File: src/rtl/gpu_fb_pkg.sv
// Shared frame-buffer constants and types for the GPU memory path.
package gpu_fb_pkg;

  localparam int FB_ADDR_W = 13;
  localparam int FB_DATA_W = 8;

  // Owner of a read travelling through the RAM pipeline.
  typedef enum logic [1:0] {
    SRC_NONE = 2'd0,
    SRC_SCAN = 2'd1,
    SRC_FILL = 2'd2,
    SRC_EPP  = 2'd3
  } fb_src_t;

  // Which of the two round-robin requesters was granted most recently.
  typedef enum logic {
    AB_FILL = 1'b0,
    AB_EPP  = 1'b1
  } fb_ab_t;

endpackage

File: src/rtl/fb_arbiter.sv
// Single-port frame-buffer arbiter: scanout first, then fill/EPP round-robin
// with an optional fill lock, plus a two-stage read-return tag pipeline.
module fb_arbiter
  import gpu_fb_pkg::*;
#(
  parameter int ADDR_W = FB_ADDR_W,
  parameter int DATA_W = FB_DATA_W
) (
  input  logic              uclk,
  input  logic              rst,
  input  logic              scan_req,
  input  logic [ADDR_W-1:0] scan_addr,
  output logic              scan_gnt,
  output logic              scan_rvalid,
  input  logic              fill_req,
  input  logic              fill_we,
  input  logic [ADDR_W-1:0] fill_addr,
  input  logic [DATA_W-1:0] fill_wdata,
  input  logic              fill_lock,
  output logic              fill_gnt,
  output logic              fill_rvalid,
  input  logic              epp_req,
  input  logic              epp_we,
  input  logic [ADDR_W-1:0] epp_addr,
  input  logic [DATA_W-1:0] epp_wdata,
  output logic              epp_gnt,
  output logic              epp_rvalid,
  output logic [DATA_W-1:0] rdata,
  output logic [ADDR_W-1:0] mem_addr,
  output logic              mem_we,
  output logic [DATA_W-1:0] mem_wdata,
  input  logic [DATA_W-1:0] mem_rdata
);

  fb_ab_t              last_ab_q, last_ab_d;
  logic                lock_q, lock_d;
  logic [ADDR_W-1:0]   mem_addr_q, mem_addr_d;
  logic                mem_we_q, mem_we_d;
  logic [DATA_W-1:0]   mem_wdata_q, mem_wdata_d;
  fb_src_t             tag1_q, tag_d;
  fb_src_t             tag2_q;

  // NOTE: every output of a combinational block gets a default first so no path
  // leaves it unassigned; otherwise synthesis infers a latch.
  always_comb begin
    scan_gnt = 1'b0;
    fill_gnt = 1'b0;
    epp_gnt  = 1'b0;
    if (!rst) begin
      if (scan_req) begin
        scan_gnt = 1'b1;
      end else if (lock_q) begin
        fill_gnt = fill_req;
      end else if (fill_req && epp_req) begin
        if (last_ab_q == AB_FILL) epp_gnt  = 1'b1;
        else                      fill_gnt = 1'b1;
      end else begin
        fill_gnt = fill_req;
        epp_gnt  = epp_req;
      end
    end
  end

  always_comb begin
    last_ab_d   = last_ab_q;
    lock_d      = lock_q;
    mem_addr_d  = mem_addr_q;
    mem_we_d    = 1'b0;
    mem_wdata_d = mem_wdata_q;
    tag_d       = SRC_NONE;

    if (fill_gnt)     last_ab_d = AB_FILL;
    else if (epp_gnt) last_ab_d = AB_EPP;

    // A withdrawn fill request releases the lock even without a grant.
    if (fill_gnt)      lock_d = fill_lock;
    else if (!fill_req) lock_d = 1'b0;

    if (scan_gnt) begin
      mem_addr_d = scan_addr;
      tag_d      = SRC_SCAN;
    end else if (fill_gnt) begin
      mem_addr_d  = fill_addr;
      mem_we_d    = fill_we;
      mem_wdata_d = fill_wdata;
      tag_d       = fill_we ? SRC_NONE : SRC_FILL;
    end else if (epp_gnt) begin
      mem_addr_d  = epp_addr;
      mem_we_d    = epp_we;
      mem_wdata_d = epp_wdata;
      tag_d       = epp_we ? SRC_NONE : SRC_EPP;
    end
  end

  // NOTE: state registers use non-blocking assignments so every flop samples
  // pre-edge values, independent of statement order.
  always_ff @(posedge uclk or posedge rst) begin
    if (rst) begin
      last_ab_q   <= AB_FILL;
      lock_q      <= 1'b0;
      mem_addr_q  <= '0;
      mem_we_q    <= 1'b0;
      mem_wdata_q <= '0;
      tag1_q      <= SRC_NONE;
      tag2_q      <= SRC_NONE;
    end else begin
      last_ab_q   <= last_ab_d;
      lock_q      <= lock_d;
      mem_addr_q  <= mem_addr_d;
      mem_we_q    <= mem_we_d;
      mem_wdata_q <= mem_wdata_d;
      tag1_q      <= tag_d;
      tag2_q      <= tag1_q;
    end
  end

  assign mem_addr    = mem_addr_q;
  assign mem_we      = mem_we_q;
  assign mem_wdata   = mem_wdata_q;

  // The RAM output lines up with the second tag stage; gate it so rdata is 0 when idle.
  assign scan_rvalid = (tag2_q == SRC_SCAN);
  assign fill_rvalid = (tag2_q == SRC_FILL);
  assign epp_rvalid  = (tag2_q == SRC_EPP);
  assign rdata       = (tag2_q != SRC_NONE) ? mem_rdata : '0;

endmodule

File: config.mk
export PLATFORM = sky130hd
export DESIGN_NAME = fb_arbiter
export DESIGN_NICKNAME = d
export VERILOG_FILES = /design/src/rtl/gpu_fb_pkg.sv /design/src/rtl/fb_arbiter.sv
export SDC_FILE = /design/constraint.sdc
export NUM_CORES = 1
export LEC_CHECK = 0
export ABC_AREA = 1
export CORE_ASPECT_RATIO = 1.5
export CORE_UTILIZATION = 37
export CTS_CLUSTER_DIAMETER = 50
export DETAILED_ROUTE_END_ITERATION = 7
export GPL_TIMING_DRIVEN = 0
export PLACE_DENSITY = 0.81
export SLEW_MARGIN = 10
export SYNTH_ARGS = -nofsm -noshare
export SYNTH_HDL_FRONTEND = slang
export SYNTH_SLANG_ARGS = --single-unit
File: constraint.sdc
create_clock -name uclk -period 1.5 [get_ports uclk]
set_input_delay 0.225 -clock uclk [delete_from_list [all_inputs] [get_ports uclk]]
set_output_delay 0.225 -clock uclk [all_outputs]
set_load 0.01 [all_outputs]
# Word-level counts from Yosys, hierarchy flattened

Index checks and enable logic that the tools add are counted.

Register bits after elaboration: 28
Input port bits: 71
Output and inout port bits: 36
Word-level logic and storage cells: 47

Eq/ne operators: 4
Muxes and demuxes: 30
Bitwise operators: 1
Reduce and logical (&&, ||, !) cells: 5

Operators with widths:

| kind                                                  | number |
|---|---|
| two-way mux 13 bit                                    | 3 |
| two-way mux 8 bit                                     | 3 |
| two-way mux 1 bit                                     | 19 |
| two-way mux 2 bit                                     | 5 |
| equality test 2 bit, second input constant            | 2 |
| nonzero test 2 bit                                    | 2 |
| nonzero test 3 bit                                    | 1 |
| equality test 2 x 1 -> 1 bit, second input constant   | 1 |
| inequality test 2 x 1 -> 1 bit, second input constant | 1 |
| AND reduction 2 bit                                   | 1 |
| logical AND 1 bit                                     | 1 |
| NOT 1 bit                                             | 1 |

# Depth between registers and ports, before layout

Depth in word-level cells: 8
Mapped depth: 10
Gate-level depth less buffers: 9

# Worst setup path before layout

No wires, ideal clock.

Path type: input port to flip-flop
From: in rst
To: reg mem_addr_q[3], in the netlist mem_addr[3]
Setup time: 116 ps
Arrival time: 1353 ps
Data required time: 1384 ps
Slack: 31 ps
Cell stages on the path: 9
Buffers on the path: 1
Cells stage by stage: inv_2 nand2_1 nor2_4 nand2_2 inv_2 buf_4 nand2_1 nand3_1 nand2_1

Cells in the longest elaborated chain, start to end: 3
Elaborated cells on any way between the ends: 6
Classes of those cells: mux: 5; reduce/logical: 1

Ends and longest elaborated chain:

| item                   | RTL line          | RTL |
|---|---|---|
| start: declaration     | fb_arbiter.sv:10  | `input logic rst,` |
| two-way mux 1 bit (*)  | fb_arbiter.sv:49  | `if (!rst) begin` |
| named net fill_gnt     | fb_arbiter.sv:20  | `output logic fill_gnt,` |
| two-way mux 13 bit     | fb_arbiter.sv:82  | `end else if (fill_gnt) begin` |
| two-way mux 13 bit     | fb_arbiter.sv:79  | `if (scan_gnt) begin` |
| end signal: assignment | fb_arbiter.sv:109 | `mem_addr_q <= mem_addr_d;` |
| end: declaration       | fb_arbiter.sv:37  | `logic [ADDR_W-1:0] mem_addr_q, mem_addr_d;` |

Mark *: on every way through the listed nets, which the timed path passes. The rest lies on a longest branch.
A chain may end at the register's enable or synchronous reset.

# Worst setup path in the final report

From: reg lock_q
To: out fill_gnt

Cells in the longest elaborated chain, start to end: 3

Ends and longest elaborated chain:

| item                     | RTL line          | RTL |
|---|---|---|
| start: declaration       | fb_arbiter.sv:36  | `logic lock_q, lock_d;` |
| start signal: assignment | fb_arbiter.sv:108 | `lock_q <= lock_d;` |
| two-way mux 1 bit        | fb_arbiter.sv:52  | `end else if (lock_q) begin` |
| two-way mux 1 bit        | fb_arbiter.sv:50  | `if (scan_req) begin` |
| two-way mux 1 bit        | fb_arbiter.sv:49  |  |
| end: declaration         | fb_arbiter.sv:20  |  |

Every way passes these cells.

==> metrics.md <==
| Metric | Value |
|---|---|
| Status | `complete, but fails checks` |
| Failing checks | `DRC` |
| Register bit total from synthesis | `28` |
| Synth-to-layout area growth | `78.87%` |
| Crit-path cells | `nand3b_4 -> nand2_8 -> inv_8 -> clkdlybuf4s15_2` |
| Vias/cell | `between 4 and 5` |
| Clk root buf | `clkbuf_8` |
| Synthesized area per cell | `roughly 6.5 um2` |
| Grt met1 use | `between 20% and 30%` |
| HP Class | `reg -> reg` |
| FMAX | `between 600 and 700 MHz` |
| Detail Route Antenna Nets | `0` |
| Critical path depth in cells | `4` |
| Worst reg2reg path endpoint | `mem_addr[0]` |
| Crit path DAT | `approximately 1.3 ns` |
| Final period util | `between 90% and 100%` |
| Num CTS Buffers | `3` |
| Die height | `about 85 um` |
| Leak | `1.649 nW` |
| Worst slew pin tran | `0.6560 ns` |
| CTS tree | `done` |
| Core Area | `roughly 4300 um2` |
| Synth Cell Area | `~1700 um2` |
| Synth area leaders | `dfrtp_1, nand2_1, inv_1` |
| Post-DR wirelength/cell | `approximately 12 um` |
| Die ar. | `around 4900 um2` |
| Total grt overflow | `0` |
| RSZ-0062 raised after global routing | `yes` |
| Crit path to | `fill_gnt` |
| Hold Vio Cnt, Final | `0` |
| Met2 usage | `a little over two fifths` |
| Delay-heaviest family, CP | `flip-flops` |
| Clk_skew | `approximately 0.0062 ns` |
| Die Span X | `roughly 57 um` |
| DR vias | `1959` |
| Cells after Synth | `262` |
| Slowest CP cell | `dfrtp_1` |
| Antenna violations before repair | `0` |
| Share of the synthesized area in the top cell type | `about two fifths` |
| Leading cell type in the layout, fill and taps excluded | `nand2_1` |
| Post-synthesis net count | `333` |
| FF/Latch Area | `701.9 um2` |
| CP Launch Type | `flip-flop` |
| Pwr/cell area | `roughly 800 nW/um2` |
| Drt drc | `10` |
| Share of cells above drive strength 1 | `about 15%` |
| Seq/Total Area, Yosys | `between 40% and 50%` |
| Final WL | `a little over 5 mm` |
| DP HPWL | `approximately 3.7 mm` |
| FF-to-FF setup slack | `approximately 0.14 ns` |
| Clk pin slew, worst setup/hold paths | `about 0.1 ns` |
| Drt pass-1 iters | `6` |
| Synth warnings | `0` |
| CP endpoint kind | `primary output` |
| CP required | `about 1.3 ns` |
| Reg2reg path depth | `8` |
| # IOs | `about 110` |
| Max-Cap Viols | `0` |
| Worst VDD drop | `around 0.00051 V` |
| CP startpoint | `lock_q` |
| GRT busiest layer | `met2` |
| Starting DRT DRC Count | `62` |
| Endpoints failing setup | `0` |
| Initial core utilization | `between 30% and 40%` |
| Largest net degree at the start of global routing | `17` |
| Area of the multi-input gates | `slightly below 800 um2` |
| Most frequent cells in the layout | `nand2_1, clkdlybuf4s50_1, inv_1, dfrtp_1, nand3_1` |
| Post-synthesis cell type count | `19` |
| Fillers | `around 360` |
| Crit path max fanout | `11` |
| WHS | `0.3589 ns` |
| Met3 usage | `under 10%` |
| PortBufs | `between 100 and 150` |
| First-pass GRT wire length | `8.342 mm` |
| Max-slew violation count | `0` |
| Ant. Diodes | `0` |
| Final Total Pwr | `approximately 2.4 mW` |
| Slew margin rel. | `a little under three fifths` |
| FF-to-FF Start | `lock_q` |
| GP Congestion | `0.8059` |
| Worst skew pair latency | `about 0.28 ns` |
| Slowest cell delay on critical path | `about 0.42 ns` |
| Htree depth | `1` |
| Total GRT Usage | `22.12%` |
| Final nets | `459` |
| CTS Sinks | `28` |
| Min Tclk post-route | `roughly 1.5 ns` |
| Row count | `29` |
| Worst-case clock buffer depth | `2` |
| Area leader, netlist | `dfrtp_1` |
| Crit path buffers/inverters | `2` |
| Vias in the first global route | `between 1500 and 2000` |
| Worst Path Class, Setup | `reg -> out` |
==> worst min path at each step <==
stage	from	end	slack [ns]	depth (start not counted)
finish	tag1_q[0]	tag2_q[0]	0.36	0
detailed placement	tag1_q[1]	tag2_q[1]	0.34	0
floorplan	rst	last_ab_q	0.13	1
CTS	tag1_q[1]	tag2_q[1]	0.36	0
global placement	tag1_q[1]	tag2_q[1]	0.33	0
global route	tag1_q[1]	tag2_q[1]	0.38	0
==> stage by stage <==
| stage | util, % | cells | instance area, um2 | setup slack, ns | TNS [ns] |
|---|---|---|---|---|---|
| 2_1_floorplan | - | 262 | 1699 | 0.03072 | 0 |
| 3_3_place_gp | 65.26 | 414 | 2818 | -1.296 | -22.13 |
| 3_5_place_dp | 65.26 | 414 | 2818 | -1.298 | -22.73 |
| 4_1_cts | 69.60 | 428 | 3005 | -0.08449 | -0.1567 |
| 5_1_grt | 70.39 | 433 | 3039 | -0.05998 | -0.06717 |
| 6_report | 70.39 | 433 | 3039 | 0.003742 | 0 |
==> logic make-up after synthesis <==
logic type,after synthesis,share of synthesized area (%)
AO/OA/AOI/OAI,12,3.534
AND/OR/NAND/NOR,159,39.62
flip-flops,28,41.24
buffers and inverters,63,15.61
==> layout make-up <==
| type | instances | area share, % |
|---|---|---|
| timing repair inverter | 1 | 0.2882 |
| timing repair buffer | 121 | 37.18 |
| tap | 46 | 1.894 |
| multi-input combinational | 171 | 25.48 |
| clock inverter | 1 | 0.9881 |
| buffer | 6 | 1.564 |
| clock buffer | 3 | 1.359 |
| sequential | 28 | 23.10 |
| inverter | 56 | 8.152 |
==> registers in the layout (all words and copies together), names as in the netlist <==
signal / cells
mem_addr: 13
mem_wdata: 8
tag1_q: 2
tag2_q: 2
last_ab_q: 1
lock_q: 1
mem_we: 1
==> per-layer routing <==
layer	up-vias	wire (um)	part of all wire (%)
met5	-	0	0
met4	0	78	1.5
met3	9	300	5.8
met2	75	2849	55
met1	864	1911	37
li1	1011	-	-
==> synthesized netlist by cell type <==
master	n
a21oi_1	2
buf_2	2
buf_4	3
buf_6	2
clkinv_1	1
dfrtp_1	28
inv_1	51
inv_2	4
nand2_1	112
nand2_2	3
nand3_1	20
nand3_2	1
nand3b_2	1
nor2_1	14
nor2_4	2
o21ai_0	5
o21ai_1	5
or2_0	3
or2_2	3
==> power breakdown <==
part / leakage, nW / switching (mW) / internal (mW)
clock: 0.0357 / 0.247 / 0.358
sequential: 0.347 / 0.0653 / 0.866
combinational: 1.27 / 0.378 / 0.505
total: 1.65 / 0.690 / 1.73
==> what timing repair did <==
item	4_1_cts	5_1_grt
gates resized for setup	47	22
setup endpoints to repair	39	16
buffers inserted	8	6
pin swaps	5	1
hold buffers	2	0
cloned	1	0
hold endpoints to repair	14	0
==> worst reg2reg max path, stage by stage (launching register included) <==
cell,delay [ns]
dfrtp_1,0.42
nor2_2,0.13
nand2_2,0.10
buf_4,0.15
nand3_2,0.09
buf_4,0.20
o21ai_0,0.09
inv_1,0.05
nand2_1,0.04
(Power assumes the default switching activity.)
